<file path="config.mk">
export PLATFORM = sky130hd
export DESIGN_NAME = insn_step_sequencer
export DESIGN_NICKNAME = d
export VERILOG_FILES = /design/src/rtl/insn_step_sequencer.sv
export SDC_FILE = /design/constraint.sdc
export NUM_CORES = 1
export LEC_CHECK = 0
export BUFFER_PORTS_ARGS = -buffer_cell sky130_fd_sc_hd__buf_2
export CORE_MARGIN = 5
export CORE_UTILIZATION = 44
export DETAILED_ROUTE_END_ITERATION = 10
export PLACE_DENSITY = 0.8
export SYNTH_ARGS = -nofsm -noshare
export SYNTH_HDL_FRONTEND = slang
export SYNTH_SLANG_ARGS = --single-unit
</file>
<file path="constraint.sdc">
create_clock -name i_clk -period 3.1 [get_ports i_clk]
set_input_delay 0.31 -clock i_clk [delete_from_list [all_inputs] [get_ports i_clk]]
set_output_delay 0.31 -clock i_clk [all_outputs]
set_load 0.03 [all_outputs]
</file>
<file path="src/rtl/insn_step_sequencer.sv">
// -----------------------------------------------------------------------------
// insn_step_sequencer
//
// Multi-cycle RV32I control sequencer. A step FSM walks each instruction
// through FETCH -> DECODE -> EXEC -> (MEM) -> WB. It latches the fetched
// instruction and drives a one-hot step code. It resolves the six branch
// conditions from the ALU compare flags and handshakes with data memory,
// including a bounded wait with abort.
//
// Configuration macro: ILLEGAL_TRAP_EN
//   defined   : unknown opcodes and BRANCH funct3 010/011 enter a sticky TRAP
//               state (code bit 5, o_illegal = 1) that is left only by reset.
//   undefined : those instructions retire as a NOP (pc_we only), TRAP is
//               unreachable and o_illegal is tied low.
//
// Ports
//   i_clk, i_reset    clock; synchronous active-high reset
//   i_insn            instruction word from fetch
//   i_insn_valid      i_insn valid; only consumed in FETCH
//   i_eq/i_ls/i_lu    ALU compare flags: equal, signed less, unsigned less
//   i_mem_ready       data memory completed the current access
//   o_code            one-hot step: b0 FETCH b1 DECODE b2 EXEC b3 MEM b4 WB b5 TRAP
//   o_insn_ld         instruction register load enable
//   o_sub_sra         ALU subtract / arithmetic shift select
//   o_addr_sel        memory address from ALU (1) vs PC (0)
//   o_pc_alu_sel      PC target base rs1 (JALR) vs PC
//   o_pc_next_sel     next PC = computed target (1) vs PC+4 (0)
//   o_rd_we, o_pc_we  register file / PC write strobes
//   o_mem_re, o_mem_we data memory read / write requests
//   o_mem_err         one-cycle pulse on memory access timeout
//   o_illegal         illegal instruction flag
//   o_busy            sequencer is not in FETCH
// -----------------------------------------------------------------------------
module insn_step_sequencer #(
  parameter int STEP_W  = 10,
  parameter int TIMEOUT = 15,
  parameter int CNT_W   = 4
) (
  input  logic              i_clk,
  input  logic              i_reset,
  input  logic [31:0]       i_insn,
  input  logic              i_insn_valid,
  input  logic              i_eq,
  input  logic              i_ls,
  input  logic              i_lu,
  input  logic              i_mem_ready,
  output logic [STEP_W-1:0] o_code,
  output logic              o_insn_ld,
  output logic              o_sub_sra,
  output logic              o_addr_sel,
  output logic              o_pc_alu_sel,
  output logic              o_pc_next_sel,
  output logic              o_rd_we,
  output logic              o_pc_we,
  output logic              o_mem_re,
  output logic              o_mem_we,
  output logic              o_mem_err,
  output logic              o_illegal,
  output logic              o_busy
);

  localparam logic [6:0] OPC_OP     = 7'b0110011;
  localparam logic [6:0] OPC_OPIMM  = 7'b0010011;
  localparam logic [6:0] OPC_LOAD   = 7'b0000011;
  localparam logic [6:0] OPC_STORE  = 7'b0100011;
  localparam logic [6:0] OPC_BRANCH = 7'b1100011;
  localparam logic [6:0] OPC_JAL    = 7'b1101111;
  localparam logic [6:0] OPC_JALR   = 7'b1100111;
  localparam logic [6:0] OPC_LUI    = 7'b0110111;
  localparam logic [6:0] OPC_AUIPC  = 7'b0010111;

  localparam logic [CNT_W-1:0] TIMEOUT_C = CNT_W'(TIMEOUT);

  typedef enum logic [2:0] {
    S_FETCH  = 3'd0,
    S_DECODE = 3'd1,
    S_EXEC   = 3'd2,
    S_MEM    = 3'd3,
    S_WB     = 3'd4,
    S_TRAP   = 3'd5
  } state_t;

  state_t            r_state;
  state_t            w_state_nxt;
  logic [31:0]       r_insn_q;
  logic [31:0]       w_insn_nxt;
  logic              r_taken_q;
  logic              w_taken_nxt;
  logic [CNT_W-1:0]  r_cnt;
  logic [CNT_W-1:0]  w_cnt_nxt;
  logic [5:0]        w_code6;

  // Branch condition select by funct3; reserved encodings never take.
  function automatic logic branch_taken(input logic [2:0] f3, input logic eq,
                                        input logic ls, input logic lu);
    logic res;
    case (f3)
      3'b000:  res = eq;
      3'b001:  res = ~eq;
      3'b100:  res = ls;
      3'b101:  res = ~ls;
      3'b110:  res = lu;
      3'b111:  res = ~lu;
      default: res = 1'b0;
    endcase
    return res;
  endfunction

  // Instruction class decode of the latched word
  logic [6:0] w_opc;
  logic [2:0] w_f3;
  logic w_is_op, w_is_opimm, w_is_load, w_is_store, w_is_branch;
  logic w_is_jal, w_is_jalr, w_is_lui, w_is_auipc, w_known, w_legal;
  logic w_unused_insn_bits;

  assign w_opc       = r_insn_q[6:0];
  assign w_f3        = r_insn_q[14:12];
  assign w_is_op     = (w_opc == OPC_OP);
  assign w_is_opimm  = (w_opc == OPC_OPIMM);
  assign w_is_load   = (w_opc == OPC_LOAD);
  assign w_is_store  = (w_opc == OPC_STORE);
  assign w_is_branch = (w_opc == OPC_BRANCH);
  assign w_is_jal    = (w_opc == OPC_JAL);
  assign w_is_jalr   = (w_opc == OPC_JALR);
  assign w_is_lui    = (w_opc == OPC_LUI);
  assign w_is_auipc  = (w_opc == OPC_AUIPC);
  assign w_known     = w_is_op | w_is_opimm | w_is_load | w_is_store | w_is_branch |
                       w_is_jal | w_is_jalr | w_is_lui | w_is_auipc;
  // funct3 010/011 have no branch meaning in RV32I
  assign w_legal     = w_known & ~(w_is_branch & (w_f3[2:1] == 2'b01));
  // Register fields are consumed by the datapath, not by this sequencer
  assign w_unused_insn_bits = ^{r_insn_q[31], r_insn_q[29:15], r_insn_q[11:7]};

  // State, instruction, branch-result and wait-counter registers
  always_ff @(posedge i_clk) begin
    if (i_reset) begin
      r_state   <= S_FETCH;
      r_insn_q  <= 32'd0;
      r_taken_q <= 1'b0;
      r_cnt     <= {CNT_W{1'b0}};
    end else begin
      r_state   <= w_state_nxt;
      r_insn_q  <= w_insn_nxt;
      r_taken_q <= w_taken_nxt;
      r_cnt     <= w_cnt_nxt;
    end
  end

  // Next-state logic
  always_comb begin
    w_state_nxt = r_state;
    w_insn_nxt  = r_insn_q;
    w_taken_nxt = r_taken_q;
    w_cnt_nxt   = r_cnt;
    case (r_state)
      S_FETCH: begin
        if (i_insn_valid) begin
          w_insn_nxt  = i_insn;
          w_state_nxt = S_DECODE;
        end else begin
          w_state_nxt = S_FETCH;
        end
      end
      S_DECODE: begin
`ifdef ILLEGAL_TRAP_EN
        if (w_legal) begin
          w_state_nxt = S_EXEC;
        end else begin
          w_state_nxt = S_TRAP;
        end
`else
        w_state_nxt = S_EXEC;
`endif
      end
      S_EXEC: begin
        // Compare flags are only meaningful during this cycle
        w_taken_nxt = w_is_branch & branch_taken(w_f3, i_eq, i_ls, i_lu);
        if (w_is_load | w_is_store) begin
          w_state_nxt = S_MEM;
        end else begin
          w_state_nxt = S_WB;
        end
      end
      S_MEM: begin
        // Counter at TIMEOUT means the request was already dropped; abort
        // without retiring so fetch replays the same instruction.
        if (r_cnt == TIMEOUT_C) begin
          w_state_nxt = S_FETCH;
          w_cnt_nxt   = {CNT_W{1'b0}};
        end else if (i_mem_ready) begin
          w_state_nxt = S_WB;
          w_cnt_nxt   = {CNT_W{1'b0}};
        end else begin
          w_state_nxt = S_MEM;
          w_cnt_nxt   = r_cnt + CNT_W'(1'b1);
        end
      end
      S_WB: begin
        w_state_nxt = S_FETCH;
      end
      S_TRAP: begin
        w_state_nxt = S_TRAP;
      end
      default: begin
        w_state_nxt = S_FETCH;
      end
    endcase
  end

  // Output decode from state and latched instruction
  always_comb begin
    w_code6       = 6'b000001;
    o_insn_ld     = 1'b0;
    o_sub_sra     = 1'b0;
    o_addr_sel    = 1'b0;
    o_pc_alu_sel  = 1'b0;
    o_pc_next_sel = 1'b0;
    o_rd_we       = 1'b0;
    o_pc_we       = 1'b0;
    o_mem_re      = 1'b0;
    o_mem_we      = 1'b0;
    o_mem_err     = 1'b0;
    o_illegal     = 1'b0;
    case (r_state)
      S_FETCH: begin
        w_code6   = 6'b000001;
        // Combinational so the IR loads on the same edge the word is offered
        o_insn_ld = i_insn_valid & ~i_reset;
      end
      S_DECODE: begin
        w_code6 = 6'b000010;
      end
      S_EXEC: begin
        w_code6 = 6'b000100;
        if (w_is_op) begin
          o_sub_sra = r_insn_q[30];
        end else if (w_is_opimm && (w_f3 == 3'b101)) begin
          o_sub_sra = r_insn_q[30];
        end else begin
          o_sub_sra = w_is_branch;
        end
      end
      S_MEM: begin
        w_code6    = 6'b001000;
        o_addr_sel = 1'b1;
        if (r_cnt == TIMEOUT_C) begin
          o_mem_err = 1'b1;
        end else begin
          o_mem_re = w_is_load;
          o_mem_we = w_is_store;
        end
      end
      S_WB: begin
        w_code6       = 6'b010000;
        o_pc_we       = 1'b1;
        o_rd_we       = w_legal & ~w_is_store & ~w_is_branch;
        o_pc_next_sel = w_is_jal | w_is_jalr | (w_is_branch & r_taken_q);
        o_pc_alu_sel  = w_is_jalr;
      end
      S_TRAP: begin
        w_code6 = 6'b100000;
`ifdef ILLEGAL_TRAP_EN
        o_illegal = 1'b1;
`else
        o_illegal = 1'b0;
`endif
      end
      default: begin
        w_code6 = 6'b000001;
      end
    endcase
  end

  assign o_code = STEP_W'(w_code6);
  assign o_busy = (r_state != S_FETCH);

endmodule
</file>
# --- After elaboration in Yosys (flattened, before gate mapping) ---
# Cells that the tools add are included.
classes:
  addsub: 1
  reduce_logical: 5
  mux: 25
  n_eq_ne: 21
  bitwise: 25
ops:
  columns: ["operator", "count"]
  rows:
  - ["case mux 6 bit (5 select lines)", 1]
  - ["equality test 7 x 6 -> 1 bit, second input constant", 3]
  - ["equality test 7 bit, second input constant", 3]
  - ["equality test 3 bit, second input constant", 6]
  - ["2-to-1 mux 1 bit", 17]
  - ["case mux 3 bit (5 select lines)", 1]
  - ["equality test 7 x 5 -> 1 bit, second input constant", 2]
  - ["OR 1 bit", 11]
  - ["2-to-1 mux 3 bit", 3]
  - ["2-to-1 mux 4 bit", 2]
  - ["bitwise AND 1 bit", 7]
  - ["equality test 7 x 2 -> 1 bit, second input constant", 1]
  - ["NOT 1 bit", 7]
  - ["equality test 3 x 1 -> 1 bit, second input constant", 2]
  - ["equality test 3 x 2 -> 1 bit, second input constant", 2]
  - ["logical NOT 3 bit", 2]
  - ["case mux 1 bit (6 select lines)", 1]
  - ["adder 4 x 1 -> 4 bit, second input constant", 1]
  - ["equality test 4 bit, second input constant", 1]
  - ["nonzero test 3 bit", 1]
  - ["equality test 2 x 1 -> 1 bit, second input constant", 1]
  - ["AND reduction 2 bit", 1]
  - ["logical AND 1 bit", 1]
totals:
  output_inout_bits: 22
  ff_bits: 39
  input_bits: 39

# --- Logic depth before layout (Yosys ltp) ---
# Gate-level depths: netlist (run 1).
logic_depth:
  ltp_word: 13
  mapped_depth: 6
  mapped_depth_nobuf: 5

# --- Worst setup path after synthesis (run 1) ---
# No wires, ideal clock.
synth_timing:
  path_type: "reg2out"
  start: "register r_state[2]"
  end: "output port o_pc_alu_sel"
  t_arrival_ns: 2.305
  t_required_ns: 2.790
  slack_ns: 0.485
  path_stages_with_launch: 6
  path_cell_list: "dfxtp_1 buf_2 inv_1 nor3_1 nand4_1 nor3b_1"
synth_between:
  elab_chain_cells: 2
synth_rtl:
  columns: ["item", "line", "rtl"]
  rows:
  - ["from (decl)", "83", "state_t r_state;"]
  - ["from (signal assigned)", "142", "r_state <= w_state_nxt;"]
  - ["equality test 3 bit", "224", "case (r_state)"]
  - ["2-to-1 mux 1 bit", "224", null]
  - ["to (decl)", "51", "output logic o_pc_alu_sel,"]
# No other way between the ends.

# --- Final worst setup path (run 1) ---
# Ends and elaborated chain as after synthesis.

==> flow_summary.yaml, run 1 <==
outcome:
  status: "finished clean"
clock_tree:
  post-cts-setup-buffers: 0
  worst_setup_hold_path_clk_slew_ns: 0.12
  cts_root_buffer: "clkbuf_4"
  clock_path_buffers: 2
  number_of_cts_inserted_buffers: 3
  htree_levels: 1
  worst_skew_pair.late_latency_ns: 0.30
  holdBufCountCts: 0
  cts.repair.resized: 0
  tritoncts: "done"
  num_clock_sinks: 19
timing:
  clock-skew-final_ns: 0.009652
  final.hold.worst_slack_ns: 0.2334
  setup_tns_final_ns: 0
  post-route-min-period_ns: 2.224
  setup_viol_count_final: 0
  max_clock_freq_mhz: 449.6
  period_share: 0.7175
  slew_violations: 0
  rsz0062_at_grt: "false"
  finalHoldViolCount: 0
floorplanning:
  chipWidth_um: 59.48
  floorplan.die_area_um2: 3538
  start_util: 0.4470
  ios: 61
  floorplan.core_area_um2: 2410
  fp-row-count: 18
  die_height_um: 59.48
detailed_routing:
  wl_um: 2473
  num_vias: 1080
  drc: 0
  first_iter_violations: 14
  wl_per_cell_um: 11.72
  routed_via_density: 5.118
  antenna_nets_post_route: 0
  drt_pass1_iterations: 4
grt:
  grt_pass1_wl_um: 4015
  first_global_vias: 979
  globalRoute.totalOverflow: 0
  global_route.usage.total: 0.1448
  antenna_found_initial: 0
  pin_count_of_the_biggest_net_entering_global_routing: 21
yosys:
  synth-seq-cells: 19
  post_synth_instance_area_um2: 1077
  yosys.area.top_type_share: 0.3531
  muxShareOfSynthArea: 0.009292
  synth-simple-area-share: 0.3473
  synth_sequential_area_ratio: 0.3531
  postSynthCellCount: 151
  synth_compound_area_frac: 0.1742
  synth.area.top_cells: "dfxtp_1, nand2_1, a21oi_1, nor2_1, buf_4"
  synthesis.area_per_instance_um2: 7.134
  synth-adder-area-share: 0.01161
  netlist.top_cell.by_area: "dfxtp_1"
  synth_xor_area_frac: 0.01626
  synth_top_family_by_area: "simple AND/OR/NAND/NOR gates"
  yosysWarnings: 0
  synth_cell_types: 36
worst_setup_path:
  crit_fanout: 9
  worstSetupEndpointType: "output pin"
  ff_to_ff_end: "r_taken_q$_SDFFE_PP0P_"
  critical_path_startpoint_category: "register"
  worst-setup-path-type: "reg2out"
  r2r_setup_slk_ns: 1.60
  worstPathRequired_ns: 2.79
  r2r.worst_path.cells: 4
  reg2reg_from: "r_insn_q[5]$_SDFFE_PP0P_"
  timing.critical_path.arrival_ns: 1.91
flow_run:
  cap_viol_max_count: 0
power_and_ir_drop:
  design_power_total_mw: 0.5102
  power.density_nw_per_um2: 404.5
  p_leak_nw: 0.5541
  peak_supply_drop_uv: 364.8
placement:
  place.gp.congestion: 0.8570
  dp.final_hpwl_um: 1929
  port_buffers: 34
final_layout:
  ff_latch_area_um2: 380.4
  post_route_cells_drive_above_1_share: 0.2320
  n_antenna_cell: 0
  multiInputGateArea_um2: 620.6
  syn_to_final_growth_pct: 17.07
  nNetsFinal: 222
  fill_cells: 244
min_path:
  min_delay_worst_endpoint: "r_insn_q[6]$_SDFFE_PP0P_"
  worst_hold_startpoint: "i_insn[6]"
  min_path_cells: 3
  min_path_type: "in2reg"
[layout by cell type, fill, tap and decap left out, drive strengths merged, types with 2 or more instances in the layout]
master    n
nand2b    2
clkbuf    3
nor3b     2
dfxtp    19
nor2     15
nor2b     2
nand3     5
xnor2     2
nand2    34
nand3b    2
a2bb2oi   2
and3b     2
or4       3
conb      5
buf      34
a21oi    19
nor3      7
inv       6
o21ai     3
[flip-flops by register name, indices dropped and copies added (netlist names)]
register / flops
r_insn_q: 11
r_cnt: 4
r_state: 3
r_taken_q: 1
[through the flow]
| step | cell area (um2) | cells | worst slack [ns] | util |
|---|---|---|---|---|
| final | 1261 | 211 | 0.8759 | 0.5234 |
| after global routing | 1261 | 211 | 0.6956 | 0.5234 |
| after CTS | 1261 | 211 | 0.8916 | 0.5234 |
| after detailed placement | 1231 | 207 | 1.241 | 0.5109 |
| after global placement | 1231 | 207 | 1.267 | 0.5109 |
| after floorplan | 1092 | 155 | 0.4847 | - |
[final cells by class]
type,count,share of cell area
Multi-Input combinational cell,118,0.4921
Sequential cell,19,0.3016
Timing Repair Buffer,34,0.1349
Tap cell,30,0.02976
Clock buffer,3,0.01786
Inverter,6,0.01786
Clock inverter,1,0.005952
[worst max-delay path, cell delays in order, from the launching register on]
cell     delay (ns)
dfxtp_1        0.50
inv_1          0.11
nor3_1         0.40
nand4_1        0.19
nor3b_1        0.19
buf_2          0.22
[cells in the mapped netlist, drive strengths merged]
| library cell | instances |
|---|---|
| o31a | 1 |
| nand4 | 1 |
| o21ai | 3 |
| ha | 1 |
| o31ai | 1 |
| nand3b | 2 |
| a31oi | 1 |
| inv | 6 |
| nand2 | 34 |
| a21boi | 1 |
| nand3 | 5 |
| nand2b | 2 |
| nor2b | 2 |
| nor3 | 7 |
| xnor2 | 2 |
| a211oi | 1 |
| o2111ai | 1 |
| mux2i | 1 |
| conb | 1 |
| a2bb2oi | 2 |
| buf | 10 |
| a21oi | 19 |
| nor4b | 1 |
| and3b | 2 |
| nor3b | 2 |
| dfxtp | 19 |
| or4 | 3 |
| or2 | 1 |
| nor2 | 15 |
| a31o | 1 |
| and2 | 1 |
| clkbuf | 2 |
[where the power goes]
group	leakage, nW	internal [mW]	switching, mW
Combinational	0.385	0.0368	0.0675
Sequential	0.155	0.257	0.0182
Clock	0.0139	0.0490	0.0818
Total	0.554	0.343	0.168
[worst max-delay path by stage]
stage	start	to	slack [ns]	depth (start not counted)
3_5_place_dp	r_state[2]$_SDFF_PP0_	o_pc_alu_sel	1.24	5
4_1_cts	r_state[2]$_SDFF_PP0_	o_pc_alu_sel	0.89	5
3_3_place_gp	r_state[2]$_SDFF_PP0_	o_pc_alu_sel	1.27	5
6_report	r_state[2]$_SDFF_PP0_	o_pc_alu_sel	0.88	5
2_1_floorplan	r_state[2]$_SDFF_PP0_	o_pc_alu_sel	0.48	5
5_1_grt	r_state[2]$_SDFF_PP0_	o_pc_alu_sel	0.70	5
[routing by layer]
layer,up-vias,global-route usage,part of all wire
met2,22,0.2574,0.51
met4,0,0.05178,0.023
li1,564,-,-
met3,8,0.03268,0.049
met5,-,0,0
met1,486,0.1673,0.42
[logic make-up after synthesis]
kind of cell,Yosys count
muxes,1
DFF,19
AOI/OAI and AO/OA,31
buffers and inverters,18
and+or+nand+nor,78
xor gates and xnor gates,2
other,1
adders and majority gates,1
No activity file was read; power rests on OpenSTA's default activity.
==> inputs of run 2 (changes only) <==
--- a/config.mk
+++ b/config.mk
@@ -7,9 +7,9 @@
 export LEC_CHECK = 0
 export BUFFER_PORTS_ARGS = -buffer_cell sky130_fd_sc_hd__buf_2
 export CORE_MARGIN = 5
-export CORE_UTILIZATION = 44
+export CORE_UTILIZATION = 43
 export DETAILED_ROUTE_END_ITERATION = 10
-export PLACE_DENSITY = 0.8
+export PLACE_DENSITY = 0.78
 export SYNTH_ARGS = -nofsm -noshare
 export SYNTH_HDL_FRONTEND = slang
 export SYNTH_SLANG_ARGS = --single-unit
==> constraint.sdc (replaced) <==
create_clock -name i_clk -period 2.3 [get_ports i_clk]
set_input_delay 0.23 -clock i_clk [delete_from_list [all_inputs] [get_ports i_clk]]
set_output_delay 0.23 -clock i_clk [all_outputs]
set_load 0.03 [all_outputs]
==> run 2 against run 1 <==
Final area increased by 0.79%. Routed wire length increased by 1.7%. Worst setup slack got worse by 0.60 ns. Clock skew decreased by 0.00058 ns. Non-clock buffer count increased by 1. Die area increased by 1.9%. Flip-flop and latch count unchanged. Cell count increased by 0.47%.
==> flow_summary.yaml, run 2 (synthesis results as in run 1) <==
outcome:
  status: "finished clean"
min_path:
  min_path_type: "in2reg"
  min_path_cells: 3
  min_delay_worst_endpoint: "r_insn_q[3]$_SDFFE_PP0P_"
  worst_hold_startpoint: "i_insn[3]"
detailed_routing:
  drc: 0
  first_iter_violations: 21
  num_vias: 1089
  wl_um: 2516
  wl_per_cell_um: 11.87
  antenna_nets_post_route: 0
  routed_via_density: 5.137
  drt_pass1_iterations: 4
placement:
  dp.final_hpwl_um: 1937
  place.detailed.instances: 208
  pre_cts_ws_ns: 0.6150
  port_buffers: 34
  place.gp.congestion: 0.7782
timing:
  final_worst_slack_ns: 0.2789
  post-route-min-period_ns: 2.021
  setup_viol_count_final: 0
  clock-skew-final_ns: 0.009076
  max_clock_freq_mhz: 494.8
  finalHoldViolCount: 0
  period_share: 0.8787
  slew_violations: 0
  rsz0062_at_grt: "false"
  setup_tns_final_ns: 0
worst_setup_path:
  timing.critical_path.arrival_ns: 1.79
  reg2reg_from: "r_insn_q[2]$_SDFFE_PP0P_"
  ff_to_ff_end: "r_state[2]$_SDFF_PP0_"
  worstSetupEndpointType: "output pin"
  startpoint: "r_insn_q[2]$_SDFFE_PP0P_"
  worstPathRequired_ns: 2.07
  critical_path_startpoint_category: "register"
  r2r_setup_slk_ns: 0.80
  r2r.worst_path.cells: 4
  worst-setup-path-type: "reg2out"
  crit_fanout: 6
floorplanning:
  die_height_um: 60.06
  floorplan.die_area_um2: 3607
  start_util: 0.4429
  fp-row-count: 18
  floorplan.core_area_um2: 2432
  chipWidth_um: 60.06
  ios: 61
clock_tree:
  clock_path_buffers: 2
  number_of_cts_inserted_buffers: 3
  htree_levels: 1
  cts.repair.resized: 0
  cts_root_buffer: "clkbuf_4"
  worst_skew_pair.late_latency_ns: 0.29
  worst_setup_hold_path_clk_slew_ns: 0.11
  tritoncts: "done"
  post-cts-setup-buffers: 0
  holdBufCountCts: 0
  num_clock_sinks: 19
final_layout:
  layout_top_registers: "r_insn_q: 11 flops, r_cnt: 4 flops, r_state: 3 flops"
  syn_to_final_growth_pct: 18.00
  top_register: "r_insn_q"
  n_antenna_cell: 0
  post_route_cells_drive_above_1_share: 0.2418
  finalCoreUtilization: 0.5226
  final-instance-count-excl-fill: 212
  nNetsFinal: 223
  layout.cells.most_common_list: "nand2_1, buf_2, a21oi_1, dfxtp_1, nor2_1"
  largest_reg_flops: 11
power_and_ir_drop:
  peak_supply_drop_uv: 306.6
  power.density_nw_per_um2: 536.5
  p_leak_nw: 0.5627
  design_power_total_mw: 0.6821
grt:
  antenna_found_initial: 0
  globalRoute.totalOverflow: 0
  pin_count_of_the_biggest_net_entering_global_routing: 21
  first_global_vias: 958
  global_route.usage.total: 0.1505
  grt_pass1_wl_um: 4167
flow_run:
  cap_viol_max_count: 0
run 2: final cells by class:
type / count / area [um2]
clock buffers: 3 / 22.52
inverters: 6 / 22.52
flip-flops and latches: 19 / 380.4
multi-input cells: 118 / 625.6
clock inverters: 1 / 5.005
fillers: 229 / 1161
well taps: 30 / 37.54
repair buffers: 35 / 177.7
run 2: how the worst max path moves through the flow:
stage | endpoint | slack [ns] | cells after the start
global route | o_mem_re | 0.14 | 5
floorplan | o_pc_alu_sel | 0.08 | 5
CTS | o_mem_re | 0.27 | 4
detailed placement | o_mem_re | 0.62 | 4
global placement | o_pc_alu_sel | 0.63 | 5
finish | o_mem_re | 0.28 | 4
run 2: per-layer routing:
layer | vias to the layer above | routed length (um) | share of wire | global-route usage
met2 | 24 | 1280 | 0.51 | 0.2623
met4 | 0 | 24 | 0.0095 | 0.05696
met1 | 496 | 1071 | 0.43 | 0.1785
li1 | 567 | - | - | -
met3 | 2 | 139 | 0.055 | 0.03240
met5 | - | 0 | 0 | 0
run 2: worst max-delay path: stages (launching register included):
cell and delay, ns:
dfxtp_1 0.37, or2_1 0.29, or4_4 0.46, nor3_1 0.15, buf_2 0.22
run 2: where the power goes:
part           total (mW)  switching, mW  internal [mW]
sequential          0.371         0.0249          0.346
clock               0.167          0.103         0.0646
combinational       0.144         0.0918         0.0521
run 2: per-stage QoR:
stage          hold WS (ns)  area [um2]
6_report             0.1549        1271
5_1_grt              0.1617        1271
4_1_cts              0.1500        1271
3_5_place_dp         0.4723        1244
3_3_place_gp         0.4607        1244
2_1_floorplan        0.3660        1097
==> inputs of run 3 (changes only) <==
--- a/config.mk
+++ b/config.mk
@@ -9,7 +9,7 @@
 export CORE_MARGIN = 5
 export CORE_UTILIZATION = 43
 export DETAILED_ROUTE_END_ITERATION = 10
-export PLACE_DENSITY = 0.78
+export PLACE_DENSITY = 0.77
 export SYNTH_ARGS = -nofsm -noshare
 export SYNTH_HDL_FRONTEND = slang
 export SYNTH_SLANG_ARGS = --single-unit
==> run 3 against run 2 <==
Sequential share of layout area up 0.18 points. Die area unchanged. Global-route usage shrank 0.19 points. Routed wire length grew 0.68%. Core utilization decreased by 0.31 points. Flip-flop and latch count did not move. Register-to-register slack worse by 0.03 ns. Clock power hardly changed.
==> flow_summary.yaml, run 3 (synthesis results as in run 1) <==
worst_setup_path:
  cp_num_buf_inv: 2
  critical_path_startpoint_category: "register"
  worstPathRequired_ns: 2.07
  cpPeakStageDelay_ns: 0.49
  worst_path_dominant_cell_family: "simple AND/OR/NAND/NOR gates"
  worst-setup-path-type: "reg2out"
  worst_path_max_delay_cell: "dfxtp_1"
  crit_fanout: 9
  r2r.worst_path.cells: 4
  worstSetupEndpointType: "output pin"
  critical_path_depth: 5
  crit_path_cell_trace: "inv_1 > nor3_2 > nand4_1 > nor3b_1 > buf_2"
  timing.critical_path.arrival_ns: 1.78
clock_tree:
  htree_levels: 1
  number_of_cts_inserted_buffers: 3
  num_clock_sinks: 19
  worst_setup_hold_path_clk_slew_ns: 0.11
  post-cts-setup-buffers: 0
  tritoncts: "done"
  worst_skew_pair.late_latency_ns: 0.30
  cts_root_buffer: "clkbuf_4"
  clock_path_buffers: 2
  holdBufCountCts: 0
  cts.repair.resized: 0
final_layout:
  nNetsFinal: 222
  largest_reg_flops: 11
  finalCoreUtilization: 0.5195
  n_antenna_cell: 0
  layout_top_registers: "r_insn_q: 11 flops, r_cnt: 4 flops, r_state: 3 flops"
  final_area_um2: 1264
  syn_to_final_growth_pct: 17.31
  post_route_cells_drive_above_1_share: 0.2376
  top_register: "r_insn_q"
  layout.cells.most_common_list: "nand2_1, buf_2, a21oi_1, dfxtp_1, nor2_1"
power_and_ir_drop:
  power_report.internal_total_mw: 0.4607
  power.density_nw_per_um2: 539.9
  power.combinational.fraction: 0.208
  power.share.switching: 0.3248
  seqPwrFrac: 0.544
  p_switching_mw: 0.2216
  pwr-share-clk: 0.247
  p_leak_nw: 0.5581
  peak_supply_drop_uv: 401.5
grt:
  first_global_vias: 1004
  antenna_found_initial: 0
  global_route.usage.total: 0.1486
  grt_pass1_wl_um: 4119
  globalRoute.totalOverflow: 0
  pin_count_of_the_biggest_net_entering_global_routing: 21
detailed_routing:
  wl_um: 2533
  drc: 0
  first_iter_violations: 19
  routed_via_density: 5.223
  antenna_nets_post_route: 0
  drt_pass1_iterations: 4
  num_vias: 1102
  wl_per_cell_um: 12.00
floorplanning:
  chipWidth_um: 60.06
  start_util: 0.4429
  fp-row-count: 18
  ios: 61
  die_height_um: 60.06
  floorplan.core_area_um2: 2432
  floorplan.die_area_um2: 3607
timing:
  setup_tns_final_ns: 0
  rsz0062_at_grt: "false"
  post-route-min-period_ns: 2.015
  clock-skew-final_ns: 0.006199
  finalHoldViolCount: 0
  setup_viol_count_final: 0
  period_share: 0.8760
  final.hold.worst_slack_ns: 0.1621
  slew_violations: 0
  max_clock_freq_mhz: 496.3
min_path:
  min_path_type: "in2reg"
  min_path_cells: 3
placement:
  post_dp_cell_area_um2: 1236
  dp.final_hpwl_um: 1935
  place.gp.congestion: 0.8259
  port_buffers: 34
outcome:
  status: "finished clean"
flow_run:
  cap_viol_max_count: 0
[run 3: changes by cell type in the layout (fill, tap and decap cells not counted), sizes merged]
cell / before / now
buf: 35 / 34
[run 3: routing by layer]
metal / global-route usage / part of all wire / up-vias
met4: 0.07911 / 0.023 / 0
met3: 0.01944 / 0.056 / 6
met5: 0 / 0 / -
met2: 0.2623 / 0.51 / 27
li1: - / - / 562
met1: 0.1715 / 0.41 / 507
[run 3: per-stage QoR]
| step | cells | worst slack [ns] | total power, mW |
|---|---|---|---|
| after floorplan | 155 | 0.08140 | 0.4866 |
| after CTS | 211 | 0.2684 | 0.6883 |
| after global routing | 211 | 0.08533 | 0.7191 |
| final | 211 | 0.2852 | 0.6823 |
| after global placement | 207 | 0.6442 | 0.5143 |
| after detailed placement | 207 | 0.6118 | 0.5199 |
[run 3: path summary, 6_finish.rpt]
kind | end | slack [ns] | start
worst min-delay path | r_insn_q[6]$_SDFFE_PP0P_ | 0.16 | i_insn[6]
worst max register to register | r_taken_q$_SDFFE_PP0P_ | 0.77 | r_insn_q[5]$_SDFFE_PP0P_
worst min register to register | r_insn_q[30]$_SDFFE_PP0P_ | 0.48 | r_insn_q[30]$_SDFFE_PP0P_
worst max-delay path | o_pc_alu_sel | 0.29 | r_state[2]$_SDFF_PP0_
[run 3: power by group through the flow]
stage / registers (mW) / clock network, mW / logic [mW]
2_1_floorplan: 0.366 / 0 / 0.120
3_3_place_gp: 0.377 / 0 / 0.138
3_5_place_dp: 0.378 / 0 / 0.141
4_1_cts: 0.371 / 0.176 / 0.142
5_1_grt: 0.375 / 0.187 / 0.157
6_report: 0.371 / 0.169 / 0.142
[run 3: layout make-up]
class / count / area (um2)
Fill cell: 249 / 1169
Sequential cell: 19 / 380.4
Tap cell: 30 / 37.54
Clock inverter: 1 / 5.005
Inverter: 6 / 22.52
Multi-Input combinational cell: 118 / 625.6
Clock buffer: 3 / 22.52
Timing Repair Buffer: 34 / 170.2
[run 3: tightest hold or removal path: stages]
cell	delay, ns
buf_2	0.10
nand2_1	0.05
a21oi_1	0.05
